===== src/rtl/keypad_scanner_if.sv =====
// Keypad matrix bus: row strobes out, column returns in, plus the debounced key result.
// master = scanner side, slave = matrix / key consumer side.
interface keypad_scanner_if #(
   parameter int unsigned ROWS = 4,
   parameter int unsigned COLS = 4
);
   localparam int unsigned CODE_W = (ROWS * COLS > 1) ? $clog2(ROWS * COLS) : 1;

   logic [COLS-1:0]   col_n;
   logic [ROWS-1:0]   row_n;
   logic [CODE_W-1:0] key_code;
   logic              key_valid;
   logic              key_held;

   modport master (
      input  col_n,
      output row_n,
      output key_code,
      output key_valid,
      output key_held
   );

   modport slave (
      output col_n,
      input  row_n,
      input  key_code,
      input  key_valid,
      input  key_held
   );
endinterface


===== src/rtl/keypad_scanner.sv =====
// Keypad matrix scanner: strobes one row at a time, samples synchronized column returns,
// debounces whole-scan results and reports the lowest pressed key code.
// Optional feature macro: KEYPAD_REPEAT_EN (auto-repeat of key_valid while a key is held).
module keypad_scanner #(
   parameter int unsigned ROWS           = 4,
   parameter int unsigned COLS           = 4,
   parameter int unsigned SETTLE_CYCLES  = 4,
   parameter int unsigned DEBOUNCE_SCANS = 3,
   parameter int unsigned REPEAT_SCANS   = 64
) (
   input logic             clk,
   input logic             n_rst,
   keypad_scanner_if.master bus
);
   localparam int unsigned CODE_W = (ROWS * COLS > 1) ? $clog2(ROWS * COLS) : 1;
   localparam int unsigned ROW_W  = (ROWS > 1) ? $clog2(ROWS) : 1;
   localparam int unsigned COL_W  = (COLS > 1) ? $clog2(COLS) : 1;
   localparam int unsigned SET_W  = $clog2(SETTLE_CYCLES);
   localparam int unsigned DEB_W  = $clog2(DEBOUNCE_SCANS + 1);

   localparam logic [ROW_W-1:0] ROW_LAST = ROW_W'(ROWS - 1);
   localparam logic [SET_W-1:0] SET_LAST = SET_W'(SETTLE_CYCLES - 1);
   localparam logic [DEB_W-1:0] DEB_MAX  = DEB_W'(DEBOUNCE_SCANS);

   localparam logic [0:0] ST_SCAN = 1'b0;
   localparam logic [0:0] ST_EVAL = 1'b1;

`ifdef KEYPAD_REPEAT_EN
   localparam int unsigned REP_W = (REPEAT_SCANS > 1) ? $clog2(REPEAT_SCANS) : 1;
   localparam logic [REP_W-1:0] REP_LAST = REP_W'(REPEAT_SCANS - 1);
   logic [REP_W-1:0] rep_q, rep_d;
`endif

   logic [COLS-1:0]   col_s1_q, col_s2_q;
   logic              started_q;
   logic [0:0]        state_q, state_d;
   logic [ROW_W-1:0]  row_q, row_d;
   logic [SET_W-1:0]  settle_q, settle_d;
   logic              found_q, found_d;
   logic [CODE_W-1:0] scan_key_q, scan_key_d;
   logic              cand_valid_q, cand_valid_d;
   logic [CODE_W-1:0] cand_key_q, cand_key_d;
   logic [DEB_W-1:0]  deb_q, deb_d;
   logic [CODE_W-1:0] key_code_q, key_code_d;
   logic              key_held_q, key_held_d;
   logic              key_valid_q, key_valid_d;
   logic [ROWS-1:0]   row_n_q, row_n_d;

   logic              row_hit;
   logic [COL_W-1:0]  hit_col;
   logic              same_as_cand;
   logic              differs_stable;

   // Two-flop synchronizer for the asynchronous column returns.
   always_ff @(posedge clk or negedge n_rst) begin
      if (!n_rst) begin
         col_s1_q <= '1;
         col_s2_q <= '1;
      end else begin
         col_s1_q <= bus.col_n;
         col_s2_q <= col_s1_q;
      end
   end

   // Lowest active-low column in the currently sampled row.
   always_comb begin
      row_hit = 1'b0;
      hit_col = '0;
      for (int c = int'(COLS) - 1; c >= 0; c--) begin
         if (!col_s2_q[c]) begin
            row_hit = 1'b1;
            hit_col = COL_W'(c);
         end
      end
   end

   // Scan result vs previous scan (NONE == not found) and vs the stable key.
   always_comb begin
      same_as_cand   = (found_q == cand_valid_q) && (!found_q || (scan_key_q == cand_key_q));
      differs_stable = (found_q != key_held_q) || (found_q && (scan_key_q != key_code_q));
   end

   // Scan/evaluate FSM and debounce next-state logic.
   always_comb begin
      state_d      = state_q;
      row_d        = row_q;
      settle_d     = settle_q;
      found_d      = found_q;
      scan_key_d   = scan_key_q;
      cand_valid_d = cand_valid_q;
      cand_key_d   = cand_key_q;
      deb_d        = deb_q;
      key_code_d   = key_code_q;
      key_held_d   = key_held_q;
      key_valid_d  = 1'b0;
`ifdef KEYPAD_REPEAT_EN
      rep_d        = rep_q;
`endif

      // The first cycle after reset is spent with all rows released so row 0 gets a full
      // settle window once strobing starts.
      if (started_q) begin
         case (state_q)
            ST_SCAN: begin
               if (settle_q == SET_LAST) begin
                  settle_d = '0;
                  if (!found_q && row_hit) begin
                     found_d    = 1'b1;
                     scan_key_d = CODE_W'(32'(row_q) * COLS + 32'(hit_col));
                  end
                  if (row_q == ROW_LAST) begin
                     state_d = ST_EVAL;
                  end else begin
                     row_d = row_q + 1'b1;
                  end
               end else begin
                  settle_d = settle_q + 1'b1;
               end
            end

            ST_EVAL: begin
               cand_valid_d = found_q;
               cand_key_d   = scan_key_q;
               if (same_as_cand) begin
                  deb_d = (deb_q == DEB_MAX) ? deb_q : deb_q + 1'b1;
               end else begin
                  deb_d = DEB_W'(1);
               end

`ifdef KEYPAD_REPEAT_EN
               // Count scans that still see the held key; any other result clears it.
               if (key_held_q && found_q && (scan_key_q == key_code_q)) begin
                  if (rep_q == REP_LAST) begin
                     rep_d       = '0;
                     key_valid_d = 1'b1;
                  end else begin
                     rep_d = rep_q + 1'b1;
                  end
               end else begin
                  rep_d = '0;
               end
`endif

               if ((deb_d == DEB_MAX) && differs_stable) begin
                  if (found_q) begin
                     key_code_d  = scan_key_q;
                     key_held_d  = 1'b1;
                     key_valid_d = 1'b1;
                  end else begin
                     key_held_d = 1'b0;
                  end
               end

               found_d    = 1'b0;
               scan_key_d = '0;
               row_d      = '0;
               settle_d   = '0;
               state_d    = ST_SCAN;
            end

            default: state_d = ST_SCAN;
         endcase
      end

      // Row strobes are registered from the next state to keep the pins glitch-free.
      row_n_d = '1;
      if (state_d == ST_SCAN) begin
         row_n_d[row_d] = 1'b0;
      end
   end

   // State registers.
   always_ff @(posedge clk or negedge n_rst) begin
      if (!n_rst) begin
         started_q    <= 1'b0;
         state_q      <= ST_SCAN;
         row_q        <= '0;
         settle_q     <= '0;
         found_q      <= 1'b0;
         scan_key_q   <= '0;
         cand_valid_q <= 1'b0;
         cand_key_q   <= '0;
         deb_q        <= '0;
         key_code_q   <= '0;
         key_held_q   <= 1'b0;
         key_valid_q  <= 1'b0;
         row_n_q      <= '1;
      end else begin
         started_q    <= 1'b1;
         state_q      <= state_d;
         row_q        <= row_d;
         settle_q     <= settle_d;
         found_q      <= found_d;
         scan_key_q   <= scan_key_d;
         cand_valid_q <= cand_valid_d;
         cand_key_q   <= cand_key_d;
         deb_q        <= deb_d;
         key_code_q   <= key_code_d;
         key_held_q   <= key_held_d;
         key_valid_q  <= key_valid_d;
         row_n_q      <= row_n_d;
      end
   end

`ifdef KEYPAD_REPEAT_EN
   // Auto-repeat scan counter.
   always_ff @(posedge clk or negedge n_rst) begin
      if (!n_rst) begin
         rep_q <= '0;
      end else begin
         rep_q <= rep_d;
      end
   end
`endif

   assign bus.row_n     = row_n_q;
   assign bus.key_code  = key_code_q;
   assign bus.key_valid = key_valid_q;
   assign bus.key_held  = key_held_q;

endmodule

===== src/flat_wrapper.sv =====
// flat-port wrapper written by rule: the top's interface ports become plain ports
module keypad_scanner_flat 
#(
   parameter int unsigned ROWS           = 4,
   parameter int unsigned COLS           = 4,
   parameter int unsigned SETTLE_CYCLES  = 4,
   parameter int unsigned DEBOUNCE_SCANS = 3,
   parameter int unsigned REPEAT_SCANS   = 64
)
  (clk, n_rst, bus_col_n, bus_row_n, bus_key_code, bus_key_valid, bus_key_held);
  keypad_scanner_if #(.ROWS(ROWS), .COLS(COLS)) bus_i ();
  input logic clk;
  input logic n_rst;
  input wire logic [$bits(bus_i.col_n)-1:0] bus_col_n;
  output wire logic [$bits(bus_i.row_n)-1:0] bus_row_n;
  output wire logic [$bits(bus_i.key_code)-1:0] bus_key_code;
  output wire logic [$bits(bus_i.key_valid)-1:0] bus_key_valid;
  output wire logic [$bits(bus_i.key_held)-1:0] bus_key_held;
  assign bus_i.col_n = bus_col_n;
  assign bus_row_n = bus_i.row_n;
  assign bus_key_code = bus_i.key_code;
  assign bus_key_valid = bus_i.key_valid;
  assign bus_key_held = bus_i.key_held;
  keypad_scanner #(.ROWS(ROWS), .COLS(COLS), .SETTLE_CYCLES(SETTLE_CYCLES), .DEBOUNCE_SCANS(DEBOUNCE_SCANS), .REPEAT_SCANS(REPEAT_SCANS)) u_core (.clk(clk), .n_rst(n_rst), .bus(bus_i));
endmodule

===== config.mk =====
export PLATFORM = sky130hd
export DESIGN_NAME = keypad_scanner_flat
export DESIGN_NICKNAME = d
export VERILOG_FILES = /design/src/rtl/keypad_scanner_if.sv /design/src/rtl/keypad_scanner.sv /design/src/flat_wrapper.sv
export SDC_FILE = /design/constraint.sdc
export NUM_CORES = 1
export LEC_CHECK = 0
export BUFFER_PORTS_ARGS = -buffer_cell sky130_fd_sc_hd__buf_2
export CORE_MARGIN = 3
export CORE_UTILIZATION = 50
export CTS_BUF_LIST = sky130_fd_sc_hd__clkbuf_4
export CTS_CLUSTER_DIAMETER = 50
export DETAILED_ROUTE_END_ITERATION = 12
export GPL_TIMING_DRIVEN = 0
export PLACE_DENSITY_LB_ADDON = 0.12
export SLEW_MARGIN = 25
export SYNTH_ARGS = -nofsm -noshare
export SYNTH_HDL_FRONTEND = slang
export SYNTH_SLANG_ARGS = --single-unit
export TNS_END_PERCENT = 1

===== constraint.sdc =====
create_clock -name clk -period 1.7 [get_ports clk]
set_input_delay 0.17 -clock clk [delete_from_list [all_inputs] [get_ports clk]]
set_output_delay 0.17 -clock clk [all_outputs]
set_load 0.02 [all_outputs]

==> summary.txt, run 1 <==
Die
  • Area of the die: 0.00370 mm^2
  • Die span in y: 60.8 um
  • Io pins: 16
  • Die span in x: 60.8 um
  • Rows: 19
  • Initial Utilization: 53.5%
  • CORE AREA: 0.00281 mm^2

Worst setup path
  • CP Class: reg2reg
  • Worst R2R Path Depth: 4
  • CP top delay family: simple AND/OR/NAND/NOR gates
  • Critical path arrival: 1.96 ns
  • WP data required: 1.92 ns
  • FF-to-FF End: u_core.bus.key_code[3]
  • Buf/Inv on CP: 0
  • Critical R2R Launch: u_core.scan_key_q[0]
  • Slowest stage delay, CP: 0.59 ns
  • Max Fanout on Critical Path: 6
  • Startpoint Class: register
  • Crit end category: register
  • Cell chain of the critical path: xnor2_2 > nand3_2 > or4_4 > mux2_4
  • Critical-path top delay cell: or4_4
  • Critical Path Start: u_core.scan_key_q[0]
  • FF-to-FF setup slack: -0.04 ns

Logic synthesis
  • Combinational family with the most area after synthesis: simple AND/OR/NAND/NOR gates
  • Post-Synth Adder-Cell Area: 0.833%
  • Synth top cells by count: dfrtp_1, nand2_1, dfstp_2
  • Synth area leaders: dfrtp_1, dfstp_2, nand2_1
  • Fraction of synthesized area in multiplexers: 4.67%
  • Main flop type after synthesis: dfrtp_1
  • Mean post-synth cell area: 11.8 um^2
  • Net Count, Synth: 134
  • Post-synth EDFFs: 0
  • Synth Area in Compound Gates: 9.92%
  • Synth Cell Area: 0.00150 mm^2
  • Register area share after synthesis: 61.0%
  • Async SR Flop Fraction: 100%
  • Flops & latches, synth: 36
  • Synth warn: 0
  • Yosys top cell area share: 40.0%
  • Post-synthesis simple-gate area fraction: 15.2%
  • Synth area leader: dfrtp_1
  • Synth Instances: 127
  • Post-Synth XOR/XNOR Area: 4.67%
  • Netlist cell types: 37

Global route
  • First-pass GRT wire length: 4460 um
  • Initial antenna violation count: 0
  • Largest net degree at the start of global routing: 37
  • Total Routing Usage GR: 17.0%
  • Vias in the first global route: 1009
  • Grt total ovfl: 0

Power
  • Peak supply drop: 0.839 mV
  • Cell Pwr Density: 1440 mW/mm^2
  • Internal power: 1.70 mW
  • Clock share of power: 17.6%
  • Net Sw Frac: 33.7%
  • NetSw: 863 uW
  • Leakage: 0.850 nW
  • Combinational share of power: 31.4%
  • Reg power frac: 50.9%

STA
  • Final period util: 102%
  • Worst hold margin: 0.361 ns
  • Actual slew at the worst max-slew pin: 0.758 ns
  • Max-slew headroom: 49.5%
  • Crit path time final: 1.74 ns
  • Post-route setup slack: -0.0352 ns
  • Final setup vio count: 4
  • RSZ-0062 raised after global routing: true
  • Max Transition Viols Final: 0
  • Final Hold Vio Count: 0
  • Post-Route Setup TNS: -0.112 ns
  • Clock skew: 0.00931 ns
  • Max Freq: 576 MHz

Place
  • Placed inst area: 0.00163 mm^2
  • Number of port buffers: 15
  • Placer Congestion: 0.718
  • Detail Placement HPWL: 1690 um
  • Worst slack, placed: -0.155 ns

Detailed routing
  • Vias: 1016
  • Drt pass-1 iters: 4
  • Post-DRT Antenna Nets: 0
  • Routed WL: 2560 um
  • WL/cell: 13.6 um
  • Via density: 5.38
  • Residual DRC: 0
  • 1st-iter DRT viols: 35

Clock tree
  • Clock Latency Late Sink: 0.33 ns
  • CTS tree: done
  • Clk buf depth: 2
  • H-tree levels: 2
  • Inserted Clock Buffers: 5
  • Root buffer cell: clkbuf_4
  • Clk pin slew, worst setup/hold paths: 0.11 ns
  • # clock sinks: 36

Outcome
  • Run status: complete, but fails checks
  • Failing checks: negative setup slack

Layout
  • FILL cells: 237
  • Area added between synthesis and finish: 18.8%
  • Post-Route Utilization: 63.6%
  • Layout Nets: 164
  • Fraction of layout cells with a size suffix above 1: 36.7%
  • Design Area, Final: 0.00178 mm^2
  • Antenna cell count: 0

Run
  • Max-Cap Viols: 0

Hold path
  • Hold EP: u_core.col_s2_q[1]
  • Hold Path Class: reg2reg
  • HP Start: u_core.col_s1_q[1]
  • Hold Crit Depth: 0
## sequential cells by signal, summed over array words and instances, names as in the netlist, 4 cells and up
| signal | flops |
|---|---|
| u_core.bus.key_code | 4 |
| u_core.scan_key_q | 4 |
| u_core.cand_key_q | 4 |
| u_core.col_s1_q | 4 |
| u_core.bus.row_n | 4 |
| u_core.col_s2_q | 4 |
## worst reg2reg max path: cells and delay by family (launching register included)
| family | cells | cell delay (ns) |
|---|---|---|
| xor+xnor | 1 | 0.17 |
| flops | 1 | 0.44 |
| mux | 1 | 0.32 |
| simple gates | 2 | 0.70 |
## metal layers
metal	vias up	wire length (um)	track usage, %
met3	8	116	7.66
met1	502	1090	19.4
met4	0	58	7.12
li1	488	-	-
met2	18	1300	27.8
met5	-	0	0
## power by group through the flow
stage / registers (mW) / clock network, mW / logic, mW
4_1_cts: 1.28 / 0.472 / 0.778
3_5_place_dp: 1.31 / 0 / 0.718
2_1_floorplan: 1.32 / 0 / 0.522
3_3_place_gp: 1.29 / 0 / 0.697
5_1_grt: 1.34 / 0.522 / 0.900
6_report: 1.30 / 0.452 / 0.804
## what timing repair did
| action | CTS | global route |
|---|---|---|
| cloned | 0 | 0 |
| gates resized for setup | 4 | 4 |
| buffers inserted | 2 | 3 |
| pin swaps | 1 | 3 |
| endpoints found under the setup margin | 6 | 7 |
| hold endpoints to repair | 28 | 0 |
| hold buffers | 5 | 0 |
## cell type report
class,instances,area (um^2),area share [%]
Buffer,2,18.8,1.05
Clock buffer,7,52.6,2.95
Clock inverter,1,3.75,0.211
Inverter,5,18.8,1.05
Multi-Input combinational cell,82,567,31.8
Sequential cell,36,921,51.6
Tap cell,31,38.8,2.18
Timing Repair Buffer,25,163,9.12
## cells in the final DEF (no fill, tap or decap), types with 2 or more instances in the layout
cell type / instances
xor2_1: 4
mux2_4: 4
a31oi_1: 3
nor2b_1: 2
dfrtp_1: 20
dfrtp_2: 4
inv_1: 5
a21oi_1: 3
buf_2: 15
clkbuf_4: 7
a2bb2oi_1: 2
nor2_1: 7
o21ai_0: 4
a22o_1: 3
dfstp_2: 12
nor3_1: 3
xnor2_2: 3
dlygate4sd3_1: 5
buf_4: 5
nand2_1: 24
## metrics by stage
stage	power (mW)	std cells
after detailed placement	2.03	173
after global placement	1.99	173
after global routing	2.76	189
after floorplan	1.84	127
after CTS	2.53	187
final	2.56	189
## logic make-up (layout without fill, tap and decap cells)
logic type / Yosys count / after routing
fa+ha+maj: 1 / 1
other cells: 1 / 1
mux: 5 / 5
compound gates: 21 / 21
xor+xnor: 8 / 8
flops: 36 / 36
simple gates: 46 / 46
buf+inv: 9 / 40
## worst max-delay path by stage
stage / endpoint / slack [ns] / cells past startpoint
2_1_floorplan: u_core.bus.key_code[0] / -0.05 / 6
3_3_place_gp: u_core.bus.key_code[1] / -0.13 / 6
3_5_place_dp: u_core.bus.key_code[2] / -0.16 / 6
4_1_cts: u_core.bus.key_code[3] / -0.05 / 5
5_1_grt: u_core.bus.key_code[2] / -0.07 / 4
6_report: u_core.bus.key_code[3] / -0.04 / 4
No activity file was read; power rests on OpenSTA's default activity.
==> run 2: changes to the inputs <==
REMOVE_ABC_BUFFERS = 1   (was default)
==> run 2 against run 1 <==
  * The flow still finishes with violations (negative setup slack)
  * Combinational power up 2.6%
  * Worst hold slack worse by 0.015 ns
  * Clock skew up 0.0057 ns
  * Highest routed layer unchanged
==> summary.txt, run 2 (synthesis gave the netlist of run 1 again) <==
Layout
  • Area added between synthesis and finish: 19.6%
  • Most frequent cells in the layout: nand2_1, dfrtp_1, buf_2
  • FF/Latch Area: 921 um^2 (unchanged)
  • Fraction of layout cells with a size suffix above 1: 37.0% (+0.33 points)
  • FILL cells: 229 (-3.4%)
  • Footprint of the multi-input gates: 553 um^2 (-2.4%)
  • Layout Nets: 168 (+2.4%)
  • Most common cell after layout, fill and taps aside: nand2_1
  • Antenna cell count: 0 (unchanged)

Die
  • Io pins: 16 (unchanged)
  • Die span in y: 60.8 um (unchanged)
  • Die span in x: 60.8 um (unchanged)
  • Rows: 19 (unchanged)
  • Initial Utilization: 53.5% (unchanged)
  • CORE AREA: 0.00281 mm^2 (unchanged)
  • Area of the die: 0.00370 mm^2 (unchanged)

STA
  • Final Hold Vio Count: 0 (unchanged)
  • Clock skew: 0.0150 ns (+0.00569 ns)
  • Max Freq: 587 MHz (+1.9%)
  • Crit path time final: 1.70 ns (-0.0318 ns)
  • Worst hold margin: 0.345 ns (-0.0154 ns)
  • Post-route setup slack: -0.00347 ns (+0.0318 ns)
  • Post-Route Setup TNS: -0.00822 ns (+0.104 ns)
  • Max-slew headroom: 48.9% (-0.58 points)
  • RSZ-0062 raised after global routing: true
  • Actual slew at the worst max-slew pin: 0.767 ns (+0.00863 ns)
  • Final period util: 100% (-1.9 points)
  • Final setup vio count: 4 (unchanged)
  • Max Transition Viols Final: 0 (unchanged)

Place
  • Number of port buffers: 15 (unchanged)
  • Detail Placement HPWL: 1630 um (-3.3%)
  • Placer Congestion: 0.693 (-3.4%)
  • Worst slack, placed: -0.224 ns (-0.0682 ns)

Clock tree
  • Clk buf depth: 2 (unchanged)
  • H-tree levels: 2 (unchanged)
  • Clk pin slew, worst setup/hold paths: 0.10 ns (about the same)
  • Root buffer cell: clkbuf_4
  • CTS tree: done
  • Clock Latency Late Sink: 0.33 ns (about the same)
  • Inserted Clock Buffers: 5 (unchanged)
  • # clock sinks: 36 (unchanged)

Detailed routing
  • Drt pass-1 iters: 4 (unchanged)
  • Vias: 1029 (+1.3%)
  • Via density: 5.33 (-0.82%)
  • Residual DRC: 0 (unchanged)
  • WL/cell: 13.3 um (-1.8%)
  • 1st-iter DRT viols: 18 (-49%)
  • Post-DRT Antenna Nets: 0 (unchanged)
  • Routed WL: 2570 um (+0.23%)

Worst setup path
  • Critical path arrival: 1.93 ns (-0.03 ns)
  • Buf/Inv on CP: 0 (unchanged)
  • Startpoint Class: register
  • Slowest stage delay, CP: 0.60 ns (about the same)
  • WP data required: 1.93 ns (about the same)
  • Crit end category: register
  • CP top delay family: simple AND/OR/NAND/NOR gates
  • Max Fanout on Critical Path: 6 (unchanged)
  • CP Class: reg2reg
  • Critical-path top delay cell: or4_4
  • Cell chain of the critical path: xnor2_1 > nand3_1 > or4_4 > mux2_4

Global route
  • First-pass GRT wire length: 4320 um (-3.2%)
  • Grt total ovfl: 0 (unchanged)
  • Initial antenna violation count: 0 (unchanged)
  • Total Routing Usage GR: 16.4% (-0.62 points)
  • Largest net degree at the start of global routing: 37 (unchanged)
  • Vias in the first global route: 994 (-1.5%)

Run
  • Max-Cap Viols: 0 (unchanged)

Outcome
  • Failing checks: negative setup slack
  • Run status: complete, but fails checks

Power
  • Peak supply drop: 0.916 mV (+9.2%)
  • Cell Pwr Density: 1420 mW/mm^2 (-0.84%)
  • Leakage: 0.866 nW (+1.8%)

Hold path
  • Hold Path Class: reg2reg
==> run 2: cell types whose count changed in the layout (fill, tap and decap cells not counted), sizes merged <==
cell	previous run	this run
clkbuf	8	7
buf	21	26
==> run 2: per-stage QoR <==
step	area, um^2	power [mW]	utilization [%]	std cells
floorplan	1470	1.80	-	123
global placement	1580	1.94	56.4	169
detailed placement	1580	1.98	56.4	169
CTS	1730	2.51	61.6	186
global route	1800	2.77	64.0	193
finish	1800	2.56	64.0	193
==> run 2: power breakdown <==
part           total, mW  internal (mW)  switching, mW
clock network      0.450          0.191          0.259
registers           1.28           1.11          0.170
logic              0.825          0.401          0.424
total               2.56           1.70          0.853
==> run 2: path summary, 6_finish.rpt <==
check	to	depth (start not counted)	slack (ns)	start
setup / recovery	u_core.bus.key_code[0]	4	-0.003	u_core.scan_key_q[1]
hold reg to reg	u_core.col_s2_q[0]	0	0.35	u_core.col_s1_q[0]
hold / removal	u_core.col_s2_q[0]	0	0.35	u_core.col_s1_q[0]
setup reg to reg	u_core.bus.key_code[0]	4	-0.003	u_core.scan_key_q[1]
min in group asynchronous	u_core.bus.key_code[0]	2	0.43	n_rst
max in group asynchronous	u_core.started_q	2	0.72	n_rst
==> run 2: area by class of cell <==
cell class              instances  share of cell area (%)
clock buffers                   7                    2.93
clock inverters                 1                   0.209
inverters                       5                    1.05
multi-input cells              82                    30.8
flip-flops and latches         36                    51.3
well taps                      31                    2.16
repair buffers                 31                    11.6
==> run 2: worst register-to-register path, delay by kind of cell, from the launching register on <==
family / cells / cell delay (ns)
flops: 1 / 0.41
simple gates: 2 / 0.71
xor+xnor: 1 / 0.16
mux: 1 / 0.32
==> run 2: layer usage <==
metal	GRT usage (%)	routed length, um
met1	18.6	1130
met2	27.8	1270
met3	4.47	96
met4	9.29	74
met5	0	0
==> run 2: repair_timing <==
action,4_1_cts,5_1_grt
setup endpoints to repair,8,8
hold endpoints to repair,28,0
gates resized for setup,5,2
pin swaps,3,2
hold buffers,5,0
setup buffers,4,7
